## src/rtl/sync_fifo_pkg.sv

```systemverilog
// Shared types and helpers for the synchronous FIFO family.
package sync_fifo_pkg;

  localparam int STAT_CNT_W = 16;

  typedef logic [STAT_CNT_W-1:0] stat_cnt_t;

  typedef struct packed {
    logic almost_full;
    logic almost_empty;
  } almost_flags_t;

  // Threshold compares on plain unsigned integers so any pointer width (and
  // later the async variants) can reuse them after zero-extending.
  function automatic almost_flags_t calc_almost_flags(
    input int unsigned depth,
    input int unsigned count,
    input int unsigned af_lvl,
    input int unsigned ae_lvl
  );
    almost_flags_t f;
    f.almost_full  = (depth - count) <= af_lvl;
    f.almost_empty = count <= ae_lvl;
    return f;
  endfunction

endpackage

```

## src/rtl/sync_fifo_ram.sv

```systemverilog
// FIFO storage: synchronous write, asynchronous read, no reset so it can map
// onto distributed RAM.
module sync_fifo_ram #(
  parameter int DATA_WIDTH = 32,
  parameter int FIFO_DEPTH = 16
) (
  input  logic                          clk,
  input  logic                          we,
  input  logic [$clog2(FIFO_DEPTH)-1:0] waddr,
  input  logic [DATA_WIDTH-1:0]         wdata,
  input  logic [$clog2(FIFO_DEPTH)-1:0] raddr,
  output logic [DATA_WIDTH-1:0]         rdata
);

  logic [DATA_WIDTH-1:0] mem [FIFO_DEPTH];

  // Write port.
  always_ff @(posedge clk) begin
    if (we) mem[waddr] <= wdata;
  end

  assign rdata = mem[raddr];

endmodule

```

## src/rtl/sync_fifo_ring.sv

```systemverilog
// Circular-buffer synchronous FIFO with valid/ready on both sides,
// programmable almost-full/almost-empty thresholds and synchronous flush.
// Optional macro SYNC_FIFO_RING_STAT_EN adds o_drop_cnt, a saturating count
// of cycles in which a write was offered but refused.
module sync_fifo_ring
  import sync_fifo_pkg::*;
#(
  parameter int DATA_WIDTH = 32,
  parameter int FIFO_DEPTH = 16
) (
  input  logic                            i_clk,
  input  logic                            i_rst_n,
  input  logic                            i_flush,
  input  logic                            i_valid_s,
  output logic                            o_ready_s,
  input  logic [DATA_WIDTH-1:0]           i_datain,
  output logic                            o_valid_m,
  input  logic                            i_ready_m,
  output logic [DATA_WIDTH-1:0]           o_dataout,
  input  logic [$clog2(FIFO_DEPTH):0]     i_almostfull_lvl,
  input  logic [$clog2(FIFO_DEPTH):0]     i_almostempty_lvl,
  output logic                            o_almostfull,
  output logic                            o_full,
  output logic                            o_almostempty,
  output logic                            o_empty,
  output logic [$clog2(FIFO_DEPTH):0]     o_count
`ifdef SYNC_FIFO_RING_STAT_EN
  ,
  output stat_cnt_t                       o_drop_cnt
`endif
);

  localparam int AW = $clog2(FIFO_DEPTH);
  localparam logic [AW:0]   DEPTH_C = (AW+1)'(FIFO_DEPTH);
  localparam logic [AW-1:0] PTR_ONE = AW'(1);
  localparam logic [AW:0]   CNT_ONE = (AW+1)'(1);

  logic [AW-1:0] wr_ptr, rd_ptr;
  logic [AW:0]   cnt;
  logic          push, pop;
  almost_flags_t flags;

  assign o_empty   = (cnt == '0);
  assign o_full    = (cnt == DEPTH_C);
  assign o_count   = cnt;
  // Flush forces both handshakes low, which is what suppresses any
  // coincident push or pop.
  assign o_ready_s = !o_full && !i_flush;
  assign o_valid_m = !o_empty && !i_flush;
  assign push      = i_valid_s && o_ready_s;
  assign pop       = o_valid_m && i_ready_m;

  assign flags = calc_almost_flags(FIFO_DEPTH, 32'(cnt),
                                   32'(i_almostfull_lvl), 32'(i_almostempty_lvl));
  assign o_almostfull  = flags.almost_full;
  assign o_almostempty = flags.almost_empty;

  // Pointer and occupancy update; flush takes priority over everything.
  always_ff @(posedge i_clk or negedge i_rst_n) begin
    if (!i_rst_n) begin
      wr_ptr <= '0;
      rd_ptr <= '0;
      cnt    <= '0;
    end else if (i_flush) begin
      wr_ptr <= '0;
      rd_ptr <= '0;
      cnt    <= '0;
    end else begin
      if (push) wr_ptr <= wr_ptr + PTR_ONE;
      if (pop)  rd_ptr <= rd_ptr + PTR_ONE;
      if (push && !pop)      cnt <= cnt + CNT_ONE;
      else if (pop && !push) cnt <= cnt - CNT_ONE;
    end
  end

  sync_fifo_ram #(
    .DATA_WIDTH (DATA_WIDTH),
    .FIFO_DEPTH (FIFO_DEPTH)
  ) u_ram (
    .clk   (i_clk),
    .we    (push),
    .waddr (wr_ptr),
    .wdata (i_datain),
    .raddr (rd_ptr),
    .rdata (o_dataout)
  );

`ifdef SYNC_FIFO_RING_STAT_EN
  stat_cnt_t drop_cnt;

  // Count refused write offers, saturating; flush and reset clear it.
  always_ff @(posedge i_clk or negedge i_rst_n) begin
    if (!i_rst_n)
      drop_cnt <= '0;
    else if (i_flush)
      drop_cnt <= '0;
    else if (i_valid_s && !o_ready_s && (drop_cnt != '1))
      drop_cnt <= drop_cnt + stat_cnt_t'(1);
  end

  assign o_drop_cnt = drop_cnt;
`endif

endmodule

```

## config.mk

```make
export PLATFORM = sky130hd
export DESIGN_NAME = sync_fifo_ring
export DESIGN_NICKNAME = d
export VERILOG_FILES = /design/src/rtl/sync_fifo_pkg.sv /design/src/rtl/sync_fifo_ram.sv /design/src/rtl/sync_fifo_ring.sv
export SDC_FILE = /design/constraint.sdc
export NUM_CORES = 1
export LEC_CHECK = 0
export BUFFER_PORTS_ARGS = -buffer_cell sky130_fd_sc_hd__buf_2
export CORE_MARGIN = 2
export CORE_UTILIZATION = 51
export DETAILED_ROUTE_END_ITERATION = 8
export HOLD_SLACK_MARGIN = 0.05
export PLACE_DENSITY_LB_ADDON = 0.1
export SLEW_MARGIN = 20
export SYNTH_ARGS = -nofsm -noshare
export SYNTH_HDL_FRONTEND = slang
export SYNTH_SLANG_ARGS = --single-unit
```

## constraint.sdc

```tcl
create_clock -name i_clk -period 3.4 [get_ports i_clk]
set_input_delay 0.17 -clock i_clk [delete_from_list [all_inputs] [get_ports i_clk]]
set_output_delay 0.17 -clock i_clk [all_outputs]
set_load 0.01 [all_outputs]
```

; Yosys cells after proc, flatten, opt, wreduce, memory -nomap -nowiden
; Memories as Yosys holds them, arrays and structs flattened.
; Index checks and enable logic that the tools add are counted.
[classes]
muxes = 9
multipliers = 0
bitwise_logic = 0
eq_ne = 1
n_div = 0
shift = 0
addsub = 5
order_cmp = 2
reduce_logical = 15
[op_table]
columns = cell, n
row1 = 32-bit by 5-bit <= comparator with 1-bit output, 1
row2 = 4-bit two-way mux, 4
row3 = 5-bit two-way mux, 3
row4 = "4-bit by 1-bit adder with 4-bit output, second input constant", 2
row5 = 1-bit logical AND, 6
row6 = "5-bit by 5-bit subtractor with 6-bit output, first input constant", 1
row7 = "5-bit by 1-bit adder with 5-bit output, second input constant", 1
row8 = "5-bit == test, second input constant", 1
row9 = 5-bit <= comparator, 1
row10 = 1-bit zero test, 5
row11 = 5-bit zero test, 1
row12 = "5-bit by 1-bit subtractor with 5-bit output, second input constant", 1
row13 = 2-bit nonzero test, 2
row14 = 3-bit nonzero test, 1
row15 = 1-bit two-way mux, 2
[totals]
word_cells = 36
regBits = 13
n_memories = 1
rom_bits = 0
latchBits = 0
out_inout_bits = 43
in_bits = 47
ramBits = 512
[mem_list]
columns = memory, words, word_bits, read_ports, rd_clocked_by_memory_dff, write_ports, line
row1 = u_ram.mem, 16, 32, 1, 0, 1, sync_fifo_ram.sv:15  ; logic [DATA_WIDTH-1:0] mem [FIFO_DEPTH];

; Depth between registers and ports, before layout
; Gate-level depths: netlist of the first run.
[depth]
word_depth = 9
mapped_depth = 13

; Hierarchy
; A second synthesis of the first run with hierarchy kept.
[unflattened]
hier_cells = 930
hier_area_um2 = 20362.0
[modules_own_cells]
columns = mod, cells_each, instances, area_each_um2
row1 = sync_fifo_ram, 806, 1, 19213.4
row2 = sync_fifo_ring, 124, 1, 1148.6

; Worst setup path after synthesis of the first run
; No wires, ideal clock.
[synth_path]
path_kind = reg2reg
startpoint = reg cnt[0] (netlist: o_count[0])
endpoint = mem u_ram.mem[10][0], enable pin
required_ps = 3008
path_stages_with_launch = 8
path_buffers = 0
arrival_time_ps = 2704
slack_ps = 304
path_cell_list = dfrtp_1 > inv_1 > ha_1 > nor3b_1 > ha_1 > nand2b_1 > nor4b_1 > and2_1
[synth_between]
elab_chain_len = 6
[synth_lines]
columns = item, line
row1 = from (decl), sync_fifo_ring.sv:39  ; logic [AW:0] cnt;
row2 = from (signal assigned), sync_fifo_ring.sv:71  ; if (push && !pop) cnt <= cnt + CNT_ONE;
row3 = from (signal assigned), sync_fifo_ring.sv:72  ; else if (pop && !push) cnt <= cnt - CNT_ONE;
row4 = 5-bit == test, sync_fifo_ring.sv:44  ; assign o_full = (cnt == DEPTH_C);
row5 = net o_full, sync_fifo_ring.sv:23  ; output logic o_full,
row6 = 1-bit zero test, sync_fifo_ring.sv:48  ; assign o_ready_s = !o_full && !i_flush;
row7 = 1-bit logical AND, sync_fifo_ring.sv:48
row8 = 1-bit logical AND, sync_fifo_ring.sv:50  ; assign push = i_valid_s && o_ready_s;
row9 = 1-bit two-way mux, sync_fifo_ram.sv:19  ; if (we) mem[waddr] <= wdata;
row10 = 1-bit two-way mux (not written as such), sync_fifo_ram.sv:19
row11 = to (decl), sync_fifo_ram.sv:15
; The timed path passes the listed nets, and every way through them passes these cells.

; Worst setup path in the final report of the first run
[layout_path]
startpoint = reg rd_ptr[0]
endpoint = out o_dataout[15]
[layout_between]
elab_chain_len = 1
[layout_lines]
columns = item, line
row1 = from (decl), sync_fifo_ring.sv:38  ; logic [AW-1:0] wr_ptr, rd_ptr;
row2 = from (signal assigned), sync_fifo_ring.sv:70  ; if (pop) rd_ptr <= rd_ptr + PTR_ONE;
row3 = memory read 16 x 32 bit, n/a
row4 = to (decl), sync_fifo_ring.sv:19  ; output logic [DATA_WIDTH-1:0] o_dataout,
; Every way passes these cells.

==> run metrics, run 1 <==
mux share of post-synthesis cell area=13.4%; Net Count, Synth=1168; core footprint=0.0406 sq mm; Least-Margin Pin Slew=0.856 ns; fraction of layout cells with a size suffix above 1=24.7%; status=finished, final reports clean; post-synthesis compound-gate area fraction=5.28%; clk_skew=0.0191 ns; Tot GR Track Use=21.5%; Worst EP required=3.23 ns; Synth Area in Adders=1.42%; Max Slew Vio Count=0; crit end category=output port; unrepaired setup endpoints after global routing=false; crit path time final=3.21 ns; Setup TNS=0 ns; IO Port Bufs=89; syn_area_per_cell=19.0 sq um; Startpoint Class=flip-flop; detailed-placement wirelength estimate=25.9 mm; Residual DRC=0; first-pass GRT wire length=67.0 mm; Peak Freq=311 MHz; Root Buffer=clkbuf_16; Std-Cell Rows=74; Cell Count, Final, Fillers Out=1841; DP Area=0.0222 sq mm; Peak VDD IR=0.517 mV; largest family of logic cells by synthesized area=multiplexers; height of the die=206 um; clock insertion delay at the later pin of the skew report=0.59 ns; simple-gate area share of the yosys netlist=2.21%; Hold Path Class=in2reg; largest net degree at the start of global routing=47; initial antenna violation count=0; drt total wl=44.2 mm; initial drt markers=774; critical setup path kind=reg2out; DR pass1 iterations=5; ANT nets after route=0; WL per Instance=24.0 um; dpl cells=1713; Synth Instances=1098; CTS H-tree lvls=2; final setup violation count=0; Vias/cell=5.80; routed vias=10679; CTS sink count=525; Max-cap violations=0; Distinct cells, synth=38; Arr. time, crit path=3.04 ns; Critical Path Fanout Max=46; Die Span X=206 um; P&R area growth vs syn=16.0%; vias in the first global route=10930; Cell Pwr Density=673 mW/mm^2; Yosys reg bits=525; post-CTS setup buffers=0; register area share after synthesis=75.3%; Synth Area in XOR/XNOR=0.462%; Leakage=7.99 nW; Fin. Hold Viols=0; synthesized area=0.0209 sq mm; total power=16.3 mW; Top Ports=90; CTS tree=built; grt ovf=0; cts bufs inserted=52; hold depth=2; Clock Pin Slew Worst Setup and Hold Paths=0.06 ns; ant diodes=0; Yosys warning count=0; Max Root-Sink Buffers=3; fin nets=1342; die footprint=0.0425 sq mm; Starting Density=51.4%; Placer Congestion=0.761; Final Instance Area=0.0242 sq mm; Slew Limit Headroom=42.9%; R2R cell count=13; fin crit share=94.5%
placed cells by master, fill, tap and decap left out, drive strengths merged, types with 4 or more instances in the layout:
cell and count:
clkinv 18, nor2 18, dfrtp 13, nand3 4
edfxtp 512, a221oi 32, a21oi 36, nor2b 5
dlygate4sd3 37, mux4 64, buf 139, nand2 44
inv 14, clkbuf 69, and2 18, mux2 32
a22oi 32, o21ai 65, mux2i 99, ha 22
xnor2 6, xor2 5
metrics by stage:
step | hold slack, ns | util (%) | setup WS, ns
global placement | 0.0865 | 54.8 | 0.297
floorplan | -0.126 | - | 0.304
finish | 0.502 | 59.7 | 0.187
CTS | 0.471 | 59.7 | 0.0642
global route | 0.513 | 59.7 | 0.0287
detailed placement | 0.0902 | 54.8 | 0.207
final timing paths:
check,to,slack [ns],start
max,o_dataout[15],0.19,rd_ptr[0]
min,u_ram.mem[10][7],0.50,i_datain[7]
max reg2reg,o_count[4],0.35,o_count[0]
min reg2reg,wr_ptr[1],0.59,wr_ptr[1]
max in group asynchronous,rd_ptr[1],2.21,i_rst_n
min in group asynchronous,o_count[4],0.70,i_rst_n
routing by layer:
metal	GRT usage (%)	up-vias	wire, um
met5	0	-	0
met4	5.89	0	826
met3	2.98	52	2370
met2	33.6	286	20700
met1	32.1	5542	20300
li1	-	4799	-
cells in the mapped netlist, drive strengths merged:
cell | instances | area share, %
a221oi | 32 | 1.3
o31a | 1 | 0.042
nand3 | 4 | 0.096
nand4 | 1 | 0.030
mux4 | 64 | 6.9
nor4 | 2 | 0.060
o22a | 1 | 0.042
nor3b | 1 | 0.036
and2 | 18 | 0.54
inv | 14 | 0.25
mux2i | 99 | 4.8
o22ai | 2 | 0.060
edfxtp | 512 | 74
nor3 | 1 | 0.024
nor2b | 5 | 0.15
a22oi | 32 | 1.2
a21o | 1 | 0.036
o21a | 3 | 0.11
ha | 22 | 1.3
clkbuf | 23 | 0.41
nor2 | 18 | 0.32
a21oi | 36 | 0.86
nand2b | 3 | 0.090
nor4b | 1 | 0.042
fa | 1 | 0.096
mux2 | 32 | 1.7
xor2 | 5 | 0.21
dfrtp | 13 | 1.6
and3 | 1 | 0.030
buf | 33 | 1.3
xnor2 | 6 | 0.25
nand2 | 44 | 0.79
o21ai | 65 | 1.6
a211oi | 2 | 0.072
cell families after synthesis:
| group | after synthesis |
|---|---|
| compound gates | 175 |
| xor+xnor | 11 |
| fa+ha+maj | 23 |
| buf+inv | 70 |
| flops | 525 |
| mux | 195 |
| simple gates | 99 |
power breakdown:
group          total (mW)  switching [mW]  internal (mW)
Sequential           7.40           0.164           7.23
Combinational        3.46            1.74           1.72
Clock                5.44            2.32           3.12
Total                16.3            4.22           12.1
sequential cells by signal (all words and copies together) (netlist names):
| name | count |
|---|---|
| rd_ptr | 4 |
| o_count | 5 |
| u_ram.mem | 512 |
| wr_ptr | 4 |
final cells by class:
cell class / count / area [sq um]
Multi-Input combinational cell: 503 / 4780
Inverter: 14 / 52.6
Fill cell: 3021 / 16400
Sequential cell: 525 / 15700
Clock inverter: 22 / 186
Tap cell: 532 / 666
Clock buffer: 69 / 1410
Timing Repair Buffer: 176 / 1400
what timing repair did:
| action | in CTS | in global routing |
|---|---|---|
| setup endpoints to repair | 0 | 1 |
| hold buffers | 37 | 0 |
| gates resized for setup | 0 | 1 |
| endpoints found under the hold margin | 538 | 0 |
worst max-delay path, cell delays in order, from the launching register on:
cell and delay, ns:
dfrtp_4 0.73, buf_12 0.37, mux2i_1 0.13, a221oi_1 0.59, o21ai_0 0.21, nand2_1 0.19
buf_2 0.17
No activity file was read; power rests on OpenSTA's default activity.
==> run 2, diff against run 1 <==
CTS_BUF_LIST = sky130_fd_sc_hd__clkbuf_4 sky130_fd_sc_hd__clkbuf_8 sky130_fd_sc_hd__clkbuf_16   (was not set)
==> run 2 against run 1 <==
Register-to-register slack hardly changed. Fmax is 1.7% lower. Utilization up 0.14 points. Via count barely moved. Critical path depth unchanged. Clock skew decreased by 0.0025 ns. Clock-buffer cell count stayed put. Die area unchanged. Cell count unchanged. Sequential share of layout area fell by 0.15 points. Largest cell class unchanged.
==> run metrics, run 2 (synthesis gave the netlist of run 1 again) <==
die footprint=0.0425 sq mm (unchanged); Cell Pwr Density=676 mW/mm^2 (was 673 mW/mm^2); Arr. time, crit path=3.10 ns (was 3.04 ns); Slew Limit Headroom=44.7% (was 42.9%); clock insertion delay at the later pin of the skew report=0.59 ns (about the same); detailed-placement wirelength estimate=25.9 mm (unchanged); Tot GR Track Use=21.5% (about the same); power share of the clock group=33.8% (was 33.4%); met2 Use GR=33.6% (about the same); largest net degree at the start of global routing=47 (unchanged); CTS H-tree lvls=2 (unchanged); logic gate share of total power=21.1% (was 21.2%); P&R area growth vs syn=16.3% (was 16.0%); Placer Congestion=0.761 (unchanged); Leakage=8.04 nW (was 7.99 nW); Critical Path Fanout Max=46 (unchanged); Fin. Hold Viols=0 (unchanged); Hold Path Class=in2reg (unchanged); initial antenna violation count=0 (unchanged); ant diodes=0 (unchanged); fin crit share=96.2% (was 94.5%); Peak Freq=306 MHz (was 311 MHz); Peak VDD IR=0.519 mV (was 0.517 mV); M1 GR Usage=32.2% (was 32.1%); Worst EP required=3.23 ns (about the same); WL per Instance=24.0 um (about the same); Max Slew Vio Count=0 (unchanged); critical setup path kind=reg2out (unchanged); commonest non-fill, non-tap cell in the layout=edfxtp_1 (unchanged); final design utilization=59.8% (was 59.7%); switch share=25.7% (was 25.9%); drt total wl=44.2 mm (about the same); Least-Margin Pin Slew=0.829 ns (was 0.856 ns); Max-cap violations=0 (unchanged); Root Buffer=clkbuf_16 (unchanged); Worst Path Buf+Inv=2 (unchanged); total power=16.4 mW (was 16.3 mW); routed vias=10673 (was 10679); status=finished, final reports clean (unchanged); Die Span X=206 um (unchanged); GR peak layer=met2 (unchanged); pre-CTS setup slack=0.207 ns (unchanged); Startpoint Class=flip-flop (unchanged); first-pass GRT wire length=66.9 mm (was 67.0 mm); IO Port Bufs=89 (unchanged); initial drt markers=767 (was 774); unrepaired setup endpoints after global routing=false (unchanged); cts bufs inserted=52 (unchanged); DR pass1 iterations=5 (unchanged); Setup TNS=0 ns (unchanged); P_sw=4.22 mW (about the same); DP Area=0.0222 sq mm (unchanged); Top Ports=90 (unchanged); most frequent cells in the layout=edfxtp_1, mux2i_1, buf_2 (unchanged); clk_skew=0.0166 ns (was 0.0191 ns); Largest Register=u_ram.mem (unchanged); dpl cells=1713 (unchanged); Seq pwr share=45.1% (was 45.4%); fin nets=1342 (unchanged); fraction of layout cells with a size suffix above 1=25.8% (was 24.7%); slowest CP cell=dfrtp_4 (unchanged); crit-path max cell delay=0.73 ns (about the same); Internal=12.2 mW (was 12.1 mW); Final WS setup=0.130 ns (was 0.187 ns); grt ovf=0 (unchanged); final setup violation count=0 (unchanged); ANT nets after route=0 (unchanged); Max Root-Sink Buffers=3 (unchanged); Final Instance Area=0.0243 sq mm (was 0.0242 sq mm); WHS=0.513 ns (was 0.502 ns); crit end category=output port (unchanged); crit path time final=3.27 ns (was 3.21 ns); Starting Density=51.4% (unchanged); height of the die=206 um (unchanged); met3 usage=3.00% (was 2.98%); Residual DRC=0 (unchanged); vias in the first global route=10894 (was 10930); CTS tree=built (unchanged); crit-path leading delay family=compound AO/OA/AOI/OAI gates (unchanged); critical path, cell by cell=buf_12, mux2i_1, a221oi_1, a22oi_1, nand2_1, buf_2 (was buf_12, mux2i_1, a221oi_1, o21ai_0, nand2_1, buf_2); Vias/cell=5.80 (about the same); core footprint=0.0406 sq mm (unchanged); Largest register FFs=512 (unchanged); Std-Cell Rows=74 (unchanged); Clock Pin Slew Worst Setup and Hold Paths=0.07 ns (was 0.06 ns); CTS sink count=525 (unchanged); Cell Count, Final, Fillers Out=1841 (unchanged)
[run 2: cell counts in the layout (fill, tap and decap cells not counted)]
No cell type changed its count.
[run 2: power groups by stage]
stage	clock, mW	sequential, mW	combinational, mW
final	5.55	7.40	3.46
after floorplan	0	7.43	2.60
after CTS	5.67	7.40	3.52
after global routing	5.91	7.41	3.78
after detailed placement	0	7.54	3.48
after global placement	0	7.53	3.47
[run 2: final timing paths]
kind	from	end	slack [ns]	cells past startpoint
worst max-delay path	rd_ptr[0]	o_dataout[15]	0.13	6
worst max register to register	o_count[0]	o_count[4]	0.35	13
min in group asynchronous	i_rst_n	o_count[4]	0.70	3
worst min register to register	wr_ptr[1]	wr_ptr[1]	0.59	2
max in group asynchronous	i_rst_n	rd_ptr[1]	2.21	3
worst min-delay path	i_datain[21]	u_ram.mem[15][21]	0.51	2
[run 2: metal layers]
| layer | vias up | share of wire, % | routed length (um) |
|---|---|---|---|
| met3 | 46 | 4.7 | 2060 |
| li1 | 4800 | - | - |
| met1 | 5568 | 47 | 20600 |
| met5 | - | 0 | 0 |
| met4 | 0 | 1.6 | 722 |
| met2 | 259 | 47 | 20800 |
[run 2: final cells by class]
cell class,count,area (sq um)
multi-input cells,503,4780
fillers,3016,16300
flip-flops and latches,525,15700
inverters,14,52.6
clock inverters,22,186
repair buffers,176,1400
well taps,532,666
clock buffers,69,1460
[run 2: what timing repair did]
item / in CTS / in global routing
hold endpoints to repair: 538 / 0
resized for setup: 0 / 1
buffers inserted: 0 / 0
hold buffers: 37 / 0
setup endpoints to repair: 0 / 1
